==> config.mk <==
export PLATFORM = sky130hd
export DESIGN_NAME = cla_chunk_sequencer_flat
export DESIGN_NICKNAME = d
export VERILOG_FILES = /design/src/rtl/cla_chunk_sequencer_if.sv /design/src/rtl/cla_chunk_sequencer.sv /design/src/flat_wrapper.sv
export SDC_FILE = /design/constraint.sdc
export NUM_CORES = 1
export LEC_CHECK = 0
export CORE_ASPECT_RATIO = 1.25
export CORE_MARGIN = 3
export CORE_UTILIZATION = 30
export CTS_BUF_LIST = sky130_fd_sc_hd__clkbuf_8
export DETAILED_ROUTE_END_ITERATION = 7
export PLACE_DENSITY = 0.67
export SKIP_LAST_GASP = 1
export SLEW_MARGIN = 30
export SYNTH_ARGS = -nofsm -noshare
export SYNTH_HDL_FRONTEND = slang
export SYNTH_SLANG_ARGS = --single-unit
==> constraint.sdc <==
create_clock -name clk -period 2.3 [get_ports clk]
set_input_delay 0.46 -clock clk [delete_from_list [all_inputs] [get_ports clk]]
set_output_delay 0.46 -clock clk [all_outputs]
set_load 0.005 [all_outputs]
==> src/rtl/cla_chunk_sequencer_if.sv <==
// Operand/result handshake plus the narrow issue/return path to the shared CLA core.
// The slave modport is the sequencer's view; the master modport is the surrounding environment.
interface cla_chunk_sequencer_if #(
    parameter int N = 4,
    parameter int K = 4
);
    logic             in_valid;
    logic             in_ready;
    logic [N*K-1:0]   in_a;
    logic [N*K-1:0]   in_b;
    logic             in_cin;
    logic             out_valid;
    logic             out_ready;
    logic [N*K-1:0]   out_sum;
    logic             out_cout;
    logic             core_valid;
    logic [N-1:0]     core_a;
    logic [N-1:0]     core_b;
    logic             core_cin;
    logic             core_rvalid;
    logic [N-1:0]     core_sum;
    logic             core_cout;

    modport slave (
        input  in_valid, in_a, in_b, in_cin, out_ready,
        input  core_rvalid, core_sum, core_cout,
        output in_ready, out_valid, out_sum, out_cout,
        output core_valid, core_a, core_b, core_cin
    );

    modport master (
        output in_valid, in_a, in_b, in_cin, out_ready,
        output core_rvalid, core_sum, core_cout,
        input  in_ready, out_valid, out_sum, out_cout,
        input  core_valid, core_a, core_b, core_cin
    );
endinterface

==> src/rtl/cla_chunk_sequencer.sv <==
// Runs a W = N*K bit addition through one shared N-bit pipelined CLA core,
// one chunk at a time from the least-significant end, chaining carries between chunks.
module cla_chunk_sequencer #(
    parameter int N = 4,
    parameter int K = 4
) (
    input  logic                   clk,
    input  logic                   reset,
    cla_chunk_sequencer_if.slave   bus
);
    localparam int W     = N * K;
    localparam int IDX_W = (K > 1) ? $clog2(K) : 1;
    localparam logic [IDX_W-1:0] LAST_IDX = IDX_W'(K - 1);

    typedef enum logic [1:0] {IDLE, ISSUE, WAIT, DONE} state_t;

    state_t           state;
    state_t           state_next;
    logic [IDX_W-1:0] idx;
    logic [W-1:0]     a_q;
    logic [W-1:0]     b_q;
    logic [W-1:0]     sum_q;
    logic             carry_q;

    logic             in_ready_c;
    logic             out_valid_c;
    logic             core_valid_c;
    logic             accept;
    logic             chunk_done;

    assign accept     = bus.in_valid && in_ready_c;
    assign chunk_done = (state == WAIT) && bus.core_rvalid;

    always_ff @(posedge clk) begin
        if (reset) begin
            state <= IDLE;
        end else begin
            state <= state_next;
        end
    end

    // The carry register doubles as the running chunk carry and, in DONE, the final carry-out.
    always_ff @(posedge clk) begin
        if (reset) begin
            idx     <= '0;
            a_q     <= '0;
            b_q     <= '0;
            sum_q   <= '0;
            carry_q <= 1'b0;
        end else begin
            if (accept) begin
                a_q     <= bus.in_a;
                b_q     <= bus.in_b;
                carry_q <= bus.in_cin;
                idx     <= '0;
            end
            if (chunk_done) begin
                sum_q[idx*N +: N] <= bus.core_sum;
                carry_q           <= bus.core_cout;
                if (idx != LAST_IDX) begin
                    idx <= idx + IDX_W'(1);
                end
            end
        end
    end

    always_comb begin
        state_next   = state;
        in_ready_c   = 1'b0;
        out_valid_c  = 1'b0;
        core_valid_c = 1'b0;
        case (state)
            IDLE: begin
                in_ready_c = 1'b1;
                if (bus.in_valid) begin
                    state_next = ISSUE;
                end
            end
            ISSUE: begin
                core_valid_c = 1'b1;
                state_next   = WAIT;
            end
            WAIT: begin
                if (bus.core_rvalid) begin
                    state_next = (idx == LAST_IDX) ? DONE : ISSUE;
                end
            end
            DONE: begin
                out_valid_c = 1'b1;
                if (bus.out_ready) begin
                    state_next = IDLE;
                end
            end
            default: state_next = IDLE;
        endcase
        // Reset is synchronous, so the first reset cycle still has the old state; mask outputs directly.
        if (reset) begin
            in_ready_c   = 1'b0;
            out_valid_c  = 1'b0;
            core_valid_c = 1'b0;
        end
    end

    assign bus.in_ready   = in_ready_c;
    assign bus.out_valid  = out_valid_c;
    assign bus.out_sum    = reset ? '0 : sum_q;
    assign bus.out_cout   = reset ? 1'b0 : carry_q;
    assign bus.core_valid = core_valid_c;
    assign bus.core_a     = core_valid_c ? a_q[idx*N +: N] : '0;
    assign bus.core_b     = core_valid_c ? b_q[idx*N +: N] : '0;
    assign bus.core_cin   = core_valid_c ? carry_q : 1'b0;

endmodule

==> src/flat_wrapper.sv <==
// flat-port wrapper written by rule: the top's interface ports become plain ports
module cla_chunk_sequencer_flat 
#(
    parameter int N = 4,
    parameter int K = 4
)
  (clk, reset, bus_in_valid, bus_in_a, bus_in_b, bus_in_cin, bus_out_ready, bus_core_rvalid, bus_core_sum, bus_core_cout, bus_in_ready, bus_out_valid, bus_out_sum, bus_out_cout, bus_core_valid, bus_core_a, bus_core_b, bus_core_cin);
  cla_chunk_sequencer_if #(.N(N), .K(K)) bus_i ();
  input  logic clk;
  input  logic reset;
  input wire logic [$bits(bus_i.in_valid)-1:0] bus_in_valid;
  input wire logic [$bits(bus_i.in_a)-1:0] bus_in_a;
  input wire logic [$bits(bus_i.in_b)-1:0] bus_in_b;
  input wire logic [$bits(bus_i.in_cin)-1:0] bus_in_cin;
  input wire logic [$bits(bus_i.out_ready)-1:0] bus_out_ready;
  input wire logic [$bits(bus_i.core_rvalid)-1:0] bus_core_rvalid;
  input wire logic [$bits(bus_i.core_sum)-1:0] bus_core_sum;
  input wire logic [$bits(bus_i.core_cout)-1:0] bus_core_cout;
  output wire logic [$bits(bus_i.in_ready)-1:0] bus_in_ready;
  output wire logic [$bits(bus_i.out_valid)-1:0] bus_out_valid;
  output wire logic [$bits(bus_i.out_sum)-1:0] bus_out_sum;
  output wire logic [$bits(bus_i.out_cout)-1:0] bus_out_cout;
  output wire logic [$bits(bus_i.core_valid)-1:0] bus_core_valid;
  output wire logic [$bits(bus_i.core_a)-1:0] bus_core_a;
  output wire logic [$bits(bus_i.core_b)-1:0] bus_core_b;
  output wire logic [$bits(bus_i.core_cin)-1:0] bus_core_cin;
  assign bus_i.in_valid = bus_in_valid;
  assign bus_i.in_a = bus_in_a;
  assign bus_i.in_b = bus_in_b;
  assign bus_i.in_cin = bus_in_cin;
  assign bus_i.out_ready = bus_out_ready;
  assign bus_i.core_rvalid = bus_core_rvalid;
  assign bus_i.core_sum = bus_core_sum;
  assign bus_i.core_cout = bus_core_cout;
  assign bus_in_ready = bus_i.in_ready;
  assign bus_out_valid = bus_i.out_valid;
  assign bus_out_sum = bus_i.out_sum;
  assign bus_out_cout = bus_i.out_cout;
  assign bus_core_valid = bus_i.core_valid;
  assign bus_core_a = bus_i.core_a;
  assign bus_core_b = bus_i.core_b;
  assign bus_core_cin = bus_i.core_cin;
  cla_chunk_sequencer #(.N(N), .K(K)) u_core (.clk(clk), .reset(reset), .bus(bus_i));
endmodule
==> results by group <==
Timing
  – Slew @ Worst Pin: about 440 ps
  – Crit path time final: 2320 ps
  – Period utilization: 101%
  – Final hold vios: 0
  – Highest clock rate: 431 MHz
  – Final setup fails: 1
  – Headroom to the max-slew limit: 70.8%
  – Setup ws final: -18.0 ps
  – Clock skew: ~9 ps
  – Slew Limit Fails: 0
  – RSZ-0062 raised after global routing: yes

Die
  – Die height: 108 µm
  – Die ar.: 9490 µm²
  – Die width: 87.7 µm
  – IO Count: 72
  – # rows: 36
  – Initial Util: 31.4%
  – Core Area: around 8000 µm²

CTS
  – Clock transition at the registers of the reported paths: 90 ps
  – Clock Latency Late Sink: about 300 ps
  – Sink Count: 53
  – Clock tree buffer depth: 2
  – CTS H-tree lvls: 2
  – Clock buffer count from CTS: 5
  – CTS tree: built
  – Clock root buffer: clkbuf_8

Critical path
  – Crit end category: output pin
  – Worst Setup Start Kind: register
  – Worst path max stage delay: 480 ps
  – Kind of critical path: register to output pin
  – CP Buf/Inv Count: 3
  – Required time worst endpoint: 1840 ps
  – Slowest-stage cell, CP: mux4_2
  – Crit path DAT: 1860 ps
  – Worst path cell trace: buf_12 > buf_4 > mux4_2 > and3_1 > dlygate4sd2_1
  – Top delay family on crit path: buffers and inverters
  – Worst-path maximum fanout: 6

Global route
  – Largest net degree at the start of global routing: 27
  – Global-route wire length before repair: 9.92 mm
  – Overall Global Routing Usage: 13.2%
  – Number of global-route vias before repair: between 2000 and 2500
  – Remaining Overflow, GRT: 0
  – Initial antenna violation count: 0

Worst hold path
  – Min-Delay Path Class: register to register

Detailed routing
  – WL per Instance: 13.8 µm
  – 1st-iter DRT viols: a little over 80
  – Final wirelength: slightly above 6 mm
  – Residual DRC: 0
  – Vias per cell: approximately 4.8
  – Post-route ant nets: 0
  – Routed vias: 2139
  – Pre-antenna DRT Iters: 4

Status
  – Status: finished with violations
  – Violated checks: setup timing

Placed design
  – Pre-CTS WS: 124 ps
  – Port Buf Inserts: 71
  – RD Place Congestion: 0.747
  – Hpwl dp: around 4.6 mm

Pwr
  – P_leak: about 1.3 nW
  – Worst vdd ir: 0.233 mV
  – PwrDens: ~510 nW/µm²

Yosys
  – Synth async-reset ratio: 0%
  – Post-synth EDFFs: 0
  – Top cell type's share of synthesized area: 42.4%
  – Top cell type by total area after synthesis: dfxtp_1
  – Flops & latches, synth: 53
  – Post-synth top flop: dfxtp_1
  – Syn Nets: 317
  – Yosys cell types: 36
  – Count leader, synth: dfxtp_1
  – Mapped Cells: 269
  – Avg Inst Size Synth: 9.31 µm²
  – Most frequent cells after synthesis: 53 x dfxtp_1, 40 x nand2_1, 33 x nand2b_1
  – Sequential element share of the synthesized area: 42.4%
  – Mapped cell area: 2500 µm²
  – Synth area leaders: dfxtp_1 42%, nand2b_1 8.2%, o21ai_0 6.4%
  – Ys Warns: 0

Finish
  – Finished Core Util: 43.9%
  – Footprint of the multi-input gates: around 1400 µm²
  – Final #Nets: 394
  – Proportion of layout cells with a drive suffix above 1: 12.7%
  – Area Overhead vs Synth: 39.9%
  – Inserted Diodes: 0
  – FF/Latch Area: 1060 µm²
  – Filler cell count: between 700 and 800

Flow run
  – Max_cap viols: 0
## per-layer routing
metal | routed length, µm | GRT usage (%)
met1 | 2740 | 16.3
met2 | 3060 | 23.1
met3 | 258 | 2.74
met4 | 57 | 3.29
met5 | 0 | 0
## cells by family after synthesis
logic type | Yosys count | synth area share, %
flops | 53 | 42.4
simple gates | 124 | 29.9
buf+inv | 22 | 3.75
compound gates | 56 | 13.6
mux | 9 | 7.89
fa+ha+maj | 5 | 2.50
## where the power goes
group	internal [mW]	switching, mW	leakage, nW
registers	0.969	0.0330	0.434
logic	0.156	0.109	0.867
clock network	0.207	0.298	0.0467
total	1.33	0.440	1.35
## metrics by stage
stage	power [mW]	cells	TNS (ps)	hold WS, ps	cell area, µm²
after floorplan	1.14	269	0	427	2500
after global placement	1.28	429	0	442	3380
after detailed placement	1.29	429	0	452	3380
after CTS	1.79	439	-153	468	3470
after global routing	1.87	442	-281	483	3500
final	1.77	442	-18.0	465	3500
## worst register-to-register path, stage by stage, from the launching register on
cell and delay [ps]:
dfxtp_2 360, buf_4 170, inv_1 90, ha_1 410, or4b_1 470, nor3_2 240, a22o_1 180
## what timing repair did
| item | CTS | global route |
|---|---|---|
| pin swaps | 0 | 0 |
| gates resized for setup | 11 | 4 |
| buffers inserted | 2 | 4 |
| hold buffers | 0 | 0 |
| endpoints found under the setup margin | 10 | 4 |
## layout by cell type (no fill, tap or decap), types with 2 or more instances in the layout
cell type,synthesis,final
and3_4,0,2
buf_12,0,2
o211ai_1,2,2
nand2b_1,33,33
nand3_1,4,4
nor2b_1,17,17
nor4b_4,1,2
nand4b_1,4,4
mux4_2,6,7
a21oi_1,7,7
dfxtp_2,0,2
nor2_1,4,4
buf_4,1,16
inv_1,3,5
dfxtp_1,53,51
and3_1,9,7
dlygate4sd2_1,0,6
clkdlybuf4s50_1,0,62
a311oi_1,2,2
a22o_1,12,12
nand2_1,40,40
clkbuf_8,0,5
o21ai_0,32,32
ha_1,5,5
## cell type report
class                           instances  area share [%]
Tap cell                               95            3.39
Multi-Input combinational cell        194            39.0
Timing Repair Buffer                   89            24.6
Sequential cell                        53            30.4
Clock buffer                            5            1.96
Clock inverter                          3           0.429
Inverter                                3           0.321
## state kept, by name (all words and copies together), names as in the netlist
signal,count
u_core.state,2
u_core.idx,2
u_core.carry_q,1
u_core.sum_q,16
u_core.a_q,16
u_core.b_q,16
## path summary, 6_finish.rpt
check,start,end,slack (ps),cells after the start
setup / recovery,u_core.idx[0],bus_core_a[0],-20,5
hold / removal,u_core.sum_q[0],u_core.sum_q[0],460,2
setup reg to reg,u_core.idx[0],u_core.sum_q[8],310,6
hold reg to reg,u_core.sum_q[0],u_core.sum_q[0],460,2
Power figures use the tool's default switching activity.
==> variant: new RTL, same flow settings <==
Re-encode `state_t` (4 states) as Gray code, 2 bits wide.
--- a/src/rtl/cla_chunk_sequencer.sv
+++ b/src/rtl/cla_chunk_sequencer.sv
@@ -14,3 +14,3 @@
 
-    typedef enum logic [1:0] {IDLE, ISSUE, WAIT, DONE} state_t;
+    typedef enum logic [1:0] {IDLE = 2'b00, ISSUE = 2'b01, WAIT = 2'b11, DONE = 2'b10} state_t;
 
Check against the original RTL: same outputs for any inputs over 10 cycles, from zero or initial values and one cycle with reset high; not proved beyond that.
==> variant against the original RTL <==
Critical path depth did not move; global-route usage rose by 0.12 points; sequential share of layout area fell by 0.56 points; final cell count rose by 4.5%; utilization rose by 3.2 points; synthesized cell count rose by 3.0%; area after synthesis fell by 3.6%; cell area rose by 1.9%; total power rose by 7.8%; wire length fell by 0.78%; sequential cell count did not move; worst setup slack improved by 0.031 ns; critical endpoint is now bus_core_b[2].
==> variant: results (changes against the original RTL) <==
{
  "global_routing": {
    "number_of_global_route_vias_before_repair": {"value": 2133, "change": "+0.38%"},
    "met2_capacity_usage_during_global_routing": {"value": 23.2, "unit": "%", "change": "+0.093 points"},
    "globalRouteMet1Util": {"value": 16.3, "unit": "%", "change": "about the same"}
  },
  "layout": {
    "final_layout_size_suffix_gt1_share": {"value": 16.8, "unit": "%", "change": "+4.1 points"},
    "fill_cells": {"value": 752, "change": "-4.2%"},
    "design.final.nets": {"value": 417, "change": "+5.8%"}
  },
  "run_status": {
    "run_status": "finished clean"
  },
  "synth": {
    "synth.top_cells.by_count": "sky130_fd_sc_hd__nand2_1, sky130_fd_sc_hd__dfxtp_1, sky130_fd_sc_hd__o21ai_0",
    "synthesis.nets": {"value": 325, "change": "+2.5%"},
    "synth.top_cells.by_area": "sky130_fd_sc_hd__dfxtp_1, sky130_fd_sc_hd__nand2_1, sky130_fd_sc_hd__mux4_2, sky130_fd_sc_hd__o21ai_0, sky130_fd_sc_hd__nor2b_1",
    "synth_cell_type_count": {"value": 30, "change": "-17%"}
  },
  "power_and_ir_drop": {
    "power.leakage": {"value": 1.40, "unit": "nW", "change": "+3.6%"},
    "ir_drop": {"value": 0.315, "unit": "mV", "change": "+35%"},
    "power_switching": {"value": 0.464, "unit": "mW", "change": "+5.6%"}
  },
  "detailed_routing": {
    "vias_per_cell": {"value": 4.80, "change": "-0.84%"},
    "met1_routed_wirelength_after_detailed_routing": {"value": 2710, "unit": "microns", "change": "-1.2%"},
    "drt_iter0_markers": {"value": 64, "change": "-22%"},
    "avgRoutedWirePerCell": {"value": 13.1, "unit": "microns", "change": "-5.1%"},
    "routed-wl-met3": {"value": 343, "unit": "microns", "change": "+33%"},
    "routed_wire_length_on_met2": {"value": 3000, "unit": "microns", "change": "-2.1%"}
  },
  "setup_path": {
    "worst_ep_arrival_time": {"value": 1.83, "unit": "ns", "change": "-0.03 ns"},
    "critical-path-max-stage-delay": {"value": 0.50, "unit": "ns", "change": "+0.02 ns"},
    "crit_fanout": {"value": 3, "change": "-3"}
  },
  "timing": {
    "maxSlewHeadroom": {"value": 75.8, "unit": "%", "change": "+4.9 points"},
    "worst_clock_skew": {"value": 0.00758, "unit": "ns", "change": "-0.00162 ns"}
  },
  "clock_tree": {
    "clock-root-buffer": "sky130_fd_sc_hd__clkbuf_8"
  },
  "place": {
    "routabilityCongestion": {"value": 0.719, "change": "-3.8%"},
    "detailedPlacementHpwl": {"value": 4420, "unit": "microns", "change": "-3.0%"}
  }
}
variant: cell count changes after synthesis, moves of 3 or more:
| cell | unedited run | this run |
|---|---|---|
| sky130_fd_sc_hd__nand4b_1 | 4 | 0 |
| sky130_fd_sc_hd__nor3_1 | 1 | 4 |
| sky130_fd_sc_hd__a21oi_1 | 7 | 12 |
| sky130_fd_sc_hd__buf_2 | 6 | 3 |
| sky130_fd_sc_hd__nand2b_1 | 33 | 0 |
| sky130_fd_sc_hd__nand3_1 | 4 | 10 |
| sky130_fd_sc_hd__a22o_1 | 12 | 8 |
| sky130_fd_sc_hd__buf_4 | 1 | 4 |
| sky130_fd_sc_hd__nand2_1 | 40 | 74 |
| sky130_fd_sc_hd__nand4_1 | 0 | 4 |
variant: cells by family after synthesis:
logic type / count (synthesis) / share of synthesized area, %
adder cells (fa/ha/maj): 5 / 2.59
flip-flops: 53 / 44.0
AO/OA/AOI/OAI: 54 / 12.5
buffers and inverters: 24 / 4.51
AND/OR/NAND/NOR: 132 / 28.5
multiplexers: 9 / 7.88
variant: area by class of cell:
class                      instances  area share (%)
clock buffer                       5            1.93
clock inverter                     3            1.33
inverter                           5           0.526
multi-input combinational        200            35.4
sequential                        53            29.8
tap                               92            3.22
timing repair buffer             104            27.8
variant: final timing paths:
kind | from | cells after the start | end | slack (ns)
setup / recovery | u_core.idx[0] | 5 | bus_core_b[2] | 0.01
hold / removal | u_core.b_q[14] | 2 | u_core.b_q[14] | 0.45
setup reg to reg | u_core.idx[0] | 8 | u_core.sum_q[9] | 0.10
hold reg to reg | u_core.b_q[14] | 2 | u_core.b_q[14] | 0.45
variant: worst max-delay path: cells and delay by family (launching register included):
kind,cells,cell delay [ns]
buffers and inverters,3,0.46
DFF,1,0.36
muxes,1,0.50
and+or+nand+nor,1,0.20
variant: stage by stage:
| step | utilization, % | setup TNS [ns] | instances | setup WS, ns | power (mW) |
|---|---|---|---|---|---|
| 2_1_floorplan | - | 0 | 277 | 0.199 | 1.12 |
| 3_3_place_gp | 44.3 | -0.453 | 444 | -0.0660 | 1.26 |
| 3_5_place_dp | 44.3 | -0.575 | 444 | -0.0754 | 1.26 |
| 4_1_cts | 46.6 | -0.146 | 459 | -0.112 | 1.93 |
| 5_1_grt | 47.1 | -0.171 | 462 | -0.0524 | 2.00 |
| 6_report | 47.1 | 0 | 462 | 0.0134 | 1.91 |
variant: power by group through the flow:
stage	registers [mW]	logic [mW]	clock network (mW)
floorplan	1.00	0.115	0
global placement	1.01	0.244	0
detailed placement	1.01	0.248	0
CTS	0.994	0.256	0.679
global route	1.00	0.282	0.716
finish	0.994	0.256	0.660
variant: timing repair:
action                                 CTS  global route
setup endpoints to repair               11            15
endpoints found under the hold margin    0             0
setup buffers                            7             3
gates resized for setup                 13             9
pin swaps                                1             1
hold buffers                             0             0
